## src/rtl/kronos_types.sv

```systemverilog
// Shared types and constants for the Kronos EX->WB pipe and write-back stage.
package kronos_types;

  localparam logic [1:0] BYTE = 2'b00;
  localparam logic [1:0] HALF = 2'b01;
  localparam logic [1:0] WORD = 2'b10;

  localparam logic [3:0] LOAD_ADDR_MISALIGNED  = 4'd4;
  localparam logic [3:0] STORE_ADDR_MISALIGNED = 4'd6;

  typedef enum logic {STEADY, LSU} wb_state_e;

  typedef struct packed {
    logic [31:0] result1;
    logic [31:0] result2;
    logic [4:0]  rd;
    logic        rd_write;
    logic        branch;
    logic        branch_cond;
    logic        ld;
    logic        st;
    logic [1:0]  data_size;
    logic        data_uns;
    logic        except;
    logic [3:0]  excause;
  } pipeEXWB_t;

endpackage

```

## src/rtl/kronos_lsu_align.sv

```systemverilog
// Combinational byte-lane steering for the data bus: store replication,
// byte enables, load extraction/extension and misalignment detection.
module kronos_lsu_align
  import kronos_types::*;
(
  input  logic [1:0]  addr,
  input  logic [1:0]  size,
  input  logic        uns,
  input  logic [31:0] rdata,
  input  logic [31:0] sdata,
  output logic [31:0] load_data,
  output logic [31:0] store_data,
  output logic [3:0]  mask,
  output logic        misaligned
);

  logic [7:0]  b;
  logic [15:0] h;

  // Steer lanes by access size; anything other than byte/half acts as a word.
  always_comb begin
    misaligned = 1'b0;
    mask       = 4'b1111;
    store_data = sdata;
    load_data  = rdata;
    b          = rdata[{addr, 3'b000} +: 8];
    h          = rdata[{addr[1], 4'b0000} +: 16];
    case (size)
      BYTE: begin
        store_data = {4{sdata[7:0]}};
        mask       = 4'b0001 << addr;
        load_data  = {{24{~uns & b[7]}}, b};
      end
      HALF: begin
        misaligned = addr[0];
        store_data = {2{sdata[15:0]}};
        mask       = 4'b0011 << addr;
        load_data  = {{16{~uns & h[15]}}, h};
      end
      default: misaligned = (addr != 2'b00);
    endcase
  end

endmodule

```

## src/rtl/kronos_wb.sv

```systemverilog
// Kronos write-back stage: register writes, branch redirects, traps and
// the load/store bus transaction. Only accepts new entries in STEADY.
module kronos_wb
  import kronos_types::*;
(
  input  logic        clk,
  input  logic        rst,
  input  pipeEXWB_t   execute,
  input  logic        pipe_in_vld,
  output logic        pipe_in_rdy,
  output logic        regwr_en,
  output logic [4:0]  regwr_sel,
  output logic [31:0] regwr_data,
  output logic        branch_vld,
  output logic [31:0] branch_target,
  output logic        trap_vld,
  output logic [3:0]  trap_cause,
  output logic [31:0] data_addr,
  output logic        data_req,
  output logic        data_wr,
  output logic [3:0]  data_mask,
  output logic [31:0] data_wdata,
  input  logic [31:0] data_rdata,
  input  logic        data_ack
);

  wb_state_e   state;

  // Access context kept for the duration of an outstanding load/store.
  logic [1:0]  lsu_addr;
  logic [1:0]  lsu_size;
  logic        lsu_uns;
  logic        lsu_ld;
  logic        lsu_rdw;
  logic [4:0]  lsu_rd;

  logic [1:0]  al_addr;
  logic [1:0]  al_size;
  logic        al_uns;
  logic [31:0] al_load;
  logic [31:0] al_store;
  logic [3:0]  al_mask;
  logic        al_mis;

  logic        is_mem;
  logic        do_branch;

  assign pipe_in_rdy = (state == STEADY);
  assign is_mem      = execute.ld | execute.st;
  assign do_branch   = execute.branch | (execute.branch_cond & execute.result1[0]);

  // Aligner sees the incoming entry in STEADY and the latched access in LSU.
  assign al_addr = (state == LSU) ? lsu_addr : execute.result1[1:0];
  assign al_size = (state == LSU) ? lsu_size : execute.data_size;
  assign al_uns  = (state == LSU) ? lsu_uns  : execute.data_uns;

  kronos_lsu_align u_align (
    .addr       (al_addr),
    .size       (al_size),
    .uns        (al_uns),
    .rdata      (data_rdata),
    .sdata      (execute.result2),
    .load_data  (al_load),
    .store_data (al_store),
    .mask       (al_mask),
    .misaligned (al_mis)
  );

  // Write-back FSM; pulses default low and the bus request is held until ack.
  always_ff @(posedge clk) begin
    if (rst) begin
      state         <= STEADY;
      regwr_en      <= 1'b0;
      regwr_sel     <= '0;
      regwr_data    <= '0;
      branch_vld    <= 1'b0;
      branch_target <= '0;
      trap_vld      <= 1'b0;
      trap_cause    <= '0;
      data_addr     <= '0;
      data_req      <= 1'b0;
      data_wr       <= 1'b0;
      data_mask     <= '0;
      data_wdata    <= '0;
      lsu_addr      <= '0;
      lsu_size      <= '0;
      lsu_uns       <= 1'b0;
      lsu_ld        <= 1'b0;
      lsu_rdw       <= 1'b0;
      lsu_rd        <= '0;
    end else begin
      regwr_en   <= 1'b0;
      branch_vld <= 1'b0;
      trap_vld   <= 1'b0;
      case (state)
        STEADY: begin
          if (pipe_in_vld) begin
            if (execute.except) begin
              trap_vld   <= 1'b1;
              trap_cause <= execute.excause;
            end else if (is_mem && al_mis) begin
              trap_vld   <= 1'b1;
              trap_cause <= execute.ld ? LOAD_ADDR_MISALIGNED : STORE_ADDR_MISALIGNED;
            end else if (is_mem) begin
              state      <= LSU;
              data_req   <= 1'b1;
              data_addr  <= {execute.result1[31:2], 2'b00};
              data_wr    <= execute.st;
              data_mask  <= execute.st ? al_mask : 4'b1111;
              data_wdata <= al_store;
              lsu_addr   <= execute.result1[1:0];
              lsu_size   <= execute.data_size;
              lsu_uns    <= execute.data_uns;
              lsu_ld     <= execute.ld;
              lsu_rdw    <= execute.rd_write;
              lsu_rd     <= execute.rd;
            end else begin
              if (execute.rd_write && execute.rd != 5'd0) begin
                regwr_en   <= 1'b1;
                regwr_sel  <= execute.rd;
                regwr_data <= execute.result1;
              end
              if (do_branch) begin
                branch_vld    <= 1'b1;
                branch_target <= execute.result2;
              end
            end
          end
        end
        LSU: begin
          if (data_ack) begin
            state    <= STEADY;
            data_req <= 1'b0;
            if (lsu_ld && lsu_rdw && lsu_rd != 5'd0) begin
              regwr_en   <= 1'b1;
              regwr_sel  <= lsu_rd;
              regwr_data <= al_load;
            end
          end
        end
        default: state <= STEADY;
      endcase
    end
  end

endmodule

```

## config.mk

```make
export PLATFORM = sky130hd
export DESIGN_NAME = kronos_wb
export DESIGN_NICKNAME = d
export VERILOG_FILES = /design/src/rtl/kronos_types.sv /design/src/rtl/kronos_lsu_align.sv /design/src/rtl/kronos_wb.sv
export SDC_FILE = /design/constraint.sdc
export NUM_CORES = 1
export LEC_CHECK = 0
export CELL_PAD_IN_SITES_DETAIL_PLACEMENT = 0
export CELL_PAD_IN_SITES_GLOBAL_PLACEMENT = 1
export CORE_AREA = 4 4 137 139
export DETAILED_ROUTE_END_ITERATION = 10
export DIE_AREA = 0 0 141 143
export DONT_BUFFER_PORTS = 1
export PLACE_DENSITY = 0.75
export SLEW_MARGIN = 25
export SYNTH_ARGS = -nofsm -noshare
export SYNTH_HDL_FRONTEND = slang
export SYNTH_SLANG_ARGS = --single-unit
```

## constraint.sdc

```tcl
create_clock -name clk -period 1.9 [get_ports clk]
set_input_delay 0.38 -clock clk [delete_from_list [all_inputs] [get_ports clk]]
set_output_delay 0.38 -clock clk [all_outputs]
set_load 0.02 [all_outputs]
```

Word-level counts from Yosys, hierarchy flattened. Index checks and enable logic that the tools add are counted.

Bits in registers: 157. Input port bits: 118. Output and inout port bits: 147. Logic and storage cells: 109.

Equality and inequality tests: 9. Shifts and indexed selects: 4. Muxes and demuxes: 50. Bitwise logic cells: 11. Reduce and logical (&&, ||, !) cells: 16.

Operators with widths (count): $mux 32 (7); $pmux 32 s2 (3); $mux 5 (7); $shiftx 32x6->16 (1); $shiftx 32x6->8 (1); $mux 1 (21); $mux 4 (3); $ne 2x2->1 const B (5); $pmux 5 s2 (1); $reduce_and 5->1 (2); $reduce_bool 5->1 (2); $pmux 1 s2 (4); $pmux 4 s2 (1); $reduce_and 7->1 (1); $mux 2 (3); $ne 2x1->1 const B (3); $not 1->1 (6); $reduce_and 6->1 (1); $reduce_or 6->1 (1); $logic_and 1x1->1 (4); $reduce_bool 2->1 (2); $shl 1x2->4 const A (1); $shl 2x2->4 const A (1); $and 1x1->1 (3); other kinds (5) (6).

Longest topological paths before layout.
Depth after elaboration: 8. Gate-level depth with buffers: 10. Depth with buffers taken out: 5.

By module. From an unflattened synthesis, not the netlist that was laid out.

Cell total of the unflattened synthesis: 873. Area, all modules: 7083.0 µm².

By module, submodules not included: kronos_wb (instances 1, cells an instance 702, area each 5938.2 µm²); kronos_lsu_align (instances 1, cells an instance 171, area each 1144.8 µm²).

Worst setup path before layout. No wires, ideal clock.

Kind: flip-flop to flip-flop. From: register state. To: register trap_cause[1]. Arrival: 1.865 ns. Data required time: 1.772 ns. Slack: -0.093 ns. Stages on the path, launching flop included: 9. Buffers on the path: 3. Clock period less this slack: 1.993 ns. Cell sequence: dfxtp_1 > buf_6 > buf_6 > buf_4 > clkinv_1 > and3_1 > a31oi_1 > mux2i_1 > nor2_1.

RTL lines: start: declaration (line kronos_wb.sv:27) `wb_state_e state;`; start signal: assignment (line kronos_wb.sv:72) `state <= STEADY;`; start signal: assignment (line kronos_wb.sv:105) `state <= LSU;`; start signal: assignment (line kronos_wb.sv:132) `state <= STEADY;`; $not 1->1 (no line); via pipe_in_rdy (line kronos_wb.sv:10) `output logic pipe_in_rdy,`; $reduce_and 3->1 (no line); end signal: assignment (line kronos_wb.sv:100) `trap_cause <= execute.excause;`; end signal: assignment (line kronos_wb.sv:103) `trap_cause <= execute.ld ? LOAD_ADDR_MISALIGNED : STORE_ADDR_MISALIGNED;`; end: declaration (line kronos_wb.sv:17) `output logic [3:0] trap_cause,`.

The timed path passes the listed nets, and every way through them passes these cells. A chain may end at the register's enable or synchronous reset.

Worst setup path after layout.
From: register state. To: register regwr_data[12].

Longest elaborated chain between the ends: 7.

Ends and longest elaborated chain: $mux 2 or $mux 1 (tied branches) (line kronos_wb.sv:53, kronos_wb.sv:55); $shiftx 32x6->8 or $not 1->1 (tied branches) (line kronos_lsu_align.sv:26, kronos_lsu_align.sv:32); $and 1x1->1 (line kronos_lsu_align.sv:32) `load_data = {{24{~uns & b[7]}}, b};`; $pmux 32 s2 (line kronos_lsu_align.sv:28) `case (size)`; $mux 32 (line kronos_wb.sv:134) `if (lsu_ld && lsu_rdw && lsu_rd != 5'd0) begin`; $mux 32 (line kronos_wb.sv:131) `if (data_ack) begin`; $pmux 32 s2 (line kronos_wb.sv:95) `case (state)`; end signal: assignment (line kronos_wb.sv:121) `regwr_data <= execute.result1;`; end signal: assignment (line kronos_wb.sv:137) `regwr_data <= al_load;`; end: declaration (line kronos_wb.sv:13) `output logic [31:0] regwr_data,`.

Parallel ways exist; a longest one is shown, timed or not. The select of a mux whose other input is x is not followed.

==> reports/metrics.cfg <==
[placed_design]
placedCellCount = 1095
place_congestion = 0.815
io_buffer_count = 0
placed_area_um2 = 7760
dp_hpwl_um = 17600

[drt]
totalWireLength_um = 24700
drc = 0
drt_pre_antenna_iters = 5
wl_per_cell_um = 21.7
antenna_left = 0
viasPerCell = 5.64
drt_iter0_markers = 401
vias = 6425

[timing]
fin_skew_ns = 0.0106
finalHoldViolations = 0
worst_hold_slack_ns = 0.0350
setup_viol = 77
fin_ws_ns = -0.0719
timing.final.crit_period_ns = 1.97
maxSlewViolCount = 0
rsz0062_at_grt = yes
setup_tns_ns = -2.02
fin_crit_sh = 1.04
max_freq_mhz = 507

[synth]
synth_area_um2 = 7140
synth_common_cells = nand2_1, dfxtp_1, a21oi_1
syn-instance-count = 874
yosysTopAreaCellShare = 0.440
yosysMostFrequentCell = nand2_1
synth-seq-cells = 157
synthArstFlopShare = 0
ys.flop_type = dfxtp_1
synth.avg_cell_area_um2 = 8.17
synth_top_area_cell = dfxtp_1
synth_cell_types = 53
synth_area_leaders = dfxtp_1, nand2_1, a21oi_1
ys_seq_area_frac = 0.440
yosysWarnings = 0
synth_edf_count = 0

[cells_and_area]
drive_gt1_frac = 0.183
finalNetCount = 1017
multi_input_area_um2 = 3890
fin_area_um2 = 8830
regArea_um2 = 3150
layout.cells.non_filler = 1140
antennaDiodeCount = 0
syn2layout_area_growth_pct = 23.8
fillers = 1748

[clock_tree]
clkTransAtPathRegs_ns = 0.06
clock_latency_ns = 0.42
numCtsBuffers = 17
cts_sinks = 157
htree_levels = 4
cts_max_path_buffers = 2
cts_tree = done
cts_root_buf = clkbuf_16

[power]
powerDensity_nw_per_um2 = 885
finalPower_mw = 7.82
peakVddDrop_mv = 0.590
power_leakage_nw = 3.09

[global_routing]
track_usage = 0.234
grt_pass1_vias = 6176
overflow = 0
grt_max_degree = 164
antenna_found_initial = 0
grt_first_pass_wirelength_um = 36900

[critical_path]
cp.required_ns = 2.20
critPathKind = register to register
crit_arrival_ns = 2.27
worst_setup_path_start_kind = register
crit_chain = buf_6 -> or3b_4 -> nor3_4 -> buf_6 -> a31oi_4 -> buf_6 -> a21oi_4 -> buf_6 -> a211oi_1
crit_fanout = 8
cp-end-kind = register
cpMostUsedCell = buf_6
slowest_delay_ns = 0.40
slowest_stage = or3b_4

[die]
die_w_um = 141
die_y_um = 143
num_io_pins = 265
core_um2 = 17700
row_count = 49
initial_core_util = 0.404
die_area_um2 = 20200

[min_path]
holdCritPathClass = primary input to register

[run_status]
violations = negative setup slack
status = complete, but fails checks

[run]
drv_cap = 0

[metrics by stage]
step,util,worst slack (ns)
finish,0.500,-0.0719
global route,0.500,-0.172
CTS,0.488,-0.0674
detailed placement,0.440,-0.201
global placement,0.440,-0.143
floorplan,-,-0.0194
[placed cells by master (no fill, tap or decap), types with 4 or more instances in the layout]
master / n
buf_4: 48
nand3b_1: 5
a311oi_1: 8
nor3_1: 6
o211ai_1: 16
a21oi_2: 4
o41ai_2: 4
mux2i_1: 47
inv_1: 4
o32ai_1: 13
a21oi_1: 98
nor2_1: 45
nand2_1: 231
clkbuf_16: 19
a21boi_0: 13
nor2_2: 7
buf_6: 9
nor2b_1: 20
o21ai_0: 15
a211oi_1: 33
nand3_1: 4
buf_12: 15
a211oi_2: 8
clkinv_2: 5
dfxtp_1: 156
mux2i_4: 4
[cell families after synthesis]
group           after synthesis  share of synthesized area
flops                       157                      0.440
other cells                   1                   0.000525
mux                          55                     0.0815
buf+inv                      79                     0.0538
compound gates              249                      0.230
simple gates                333                      0.194
[power breakdown]
part	total, mW	internal (mW)	switching (mW)	leakage, nW
clock network	3.34	1.94	1.41	0.281
registers	3.61	3.40	0.208	1.27
logic	0.867	0.415	0.453	1.54
[flip-flops by register name, summed over array words and instances (netlist names)]
signal / count
state: 1
regwr_en: 1
data_addr: 30
branch_target: 32
branch_vld: 1
lsu_rd: 5
data_wr: 1
regwr_sel: 5
lsu_rdw: 1
data_wdata: 32
lsu_uns: 1
regwr_data: 32
trap_cause: 4
data_mask: 4
lsu_size: 2
lsu_addr: 2
data_req: 1
lsu_ld: 1
trap_vld: 1
[worst max-delay path: cells and delay by family, from the launching register on]
family / cells / cell delay (ns)
buf+inv: 4 / 0.61
simple gates: 2 / 0.57
flops: 1 / 0.38
compound gates: 3 / 0.30
[path summary, 6_finish.rpt]
kind | from | endpoint | slack, ns | cells after the start
worst max-delay path | state$_SDFF_PP0_ | regwr_data[12]$_SDFFE_PP0P_ | -0.07 | 9
worst min-delay path | rst | branch_target[2]$_SDFFE_PP0P_ | 0.03 | 1
worst max register to register | state$_SDFF_PP0_ | regwr_data[12]$_SDFFE_PP0P_ | -0.07 | 9
worst min register to register | lsu_uns$_SDFFE_PP0P_ | lsu_uns$_SDFFE_PP0P_ | 0.46 | 2
[per-layer routing]
layer / wire [um] / vias to the layer above / track usage
li1: - / 3115 / -
met1: 9460 / 3037 / 0.275
met3: 2860 / 21 / 0.111
met4: 361 / 0 / 0.0576
met2: 12000 / 252 / 0.387
met5: 0 / - / 0
[area by class of cell]
type                    count  share of cell area
multi-input cells         639               0.441
flip-flops and latches    157               0.356
repair buffers             79               0.104
clock buffers              18              0.0486
well taps                 229              0.0324
clock inverters            13              0.0159
inverters                   5             0.00227
[repair_timing]
action	CTS	global route
hold buffers	0	0
resized for setup	41	33
buffers inserted	6	5
cloned	2	2
endpoints found under the setup margin	134	149
pin swaps	20	17
Power figures use the tool's default switching activity.
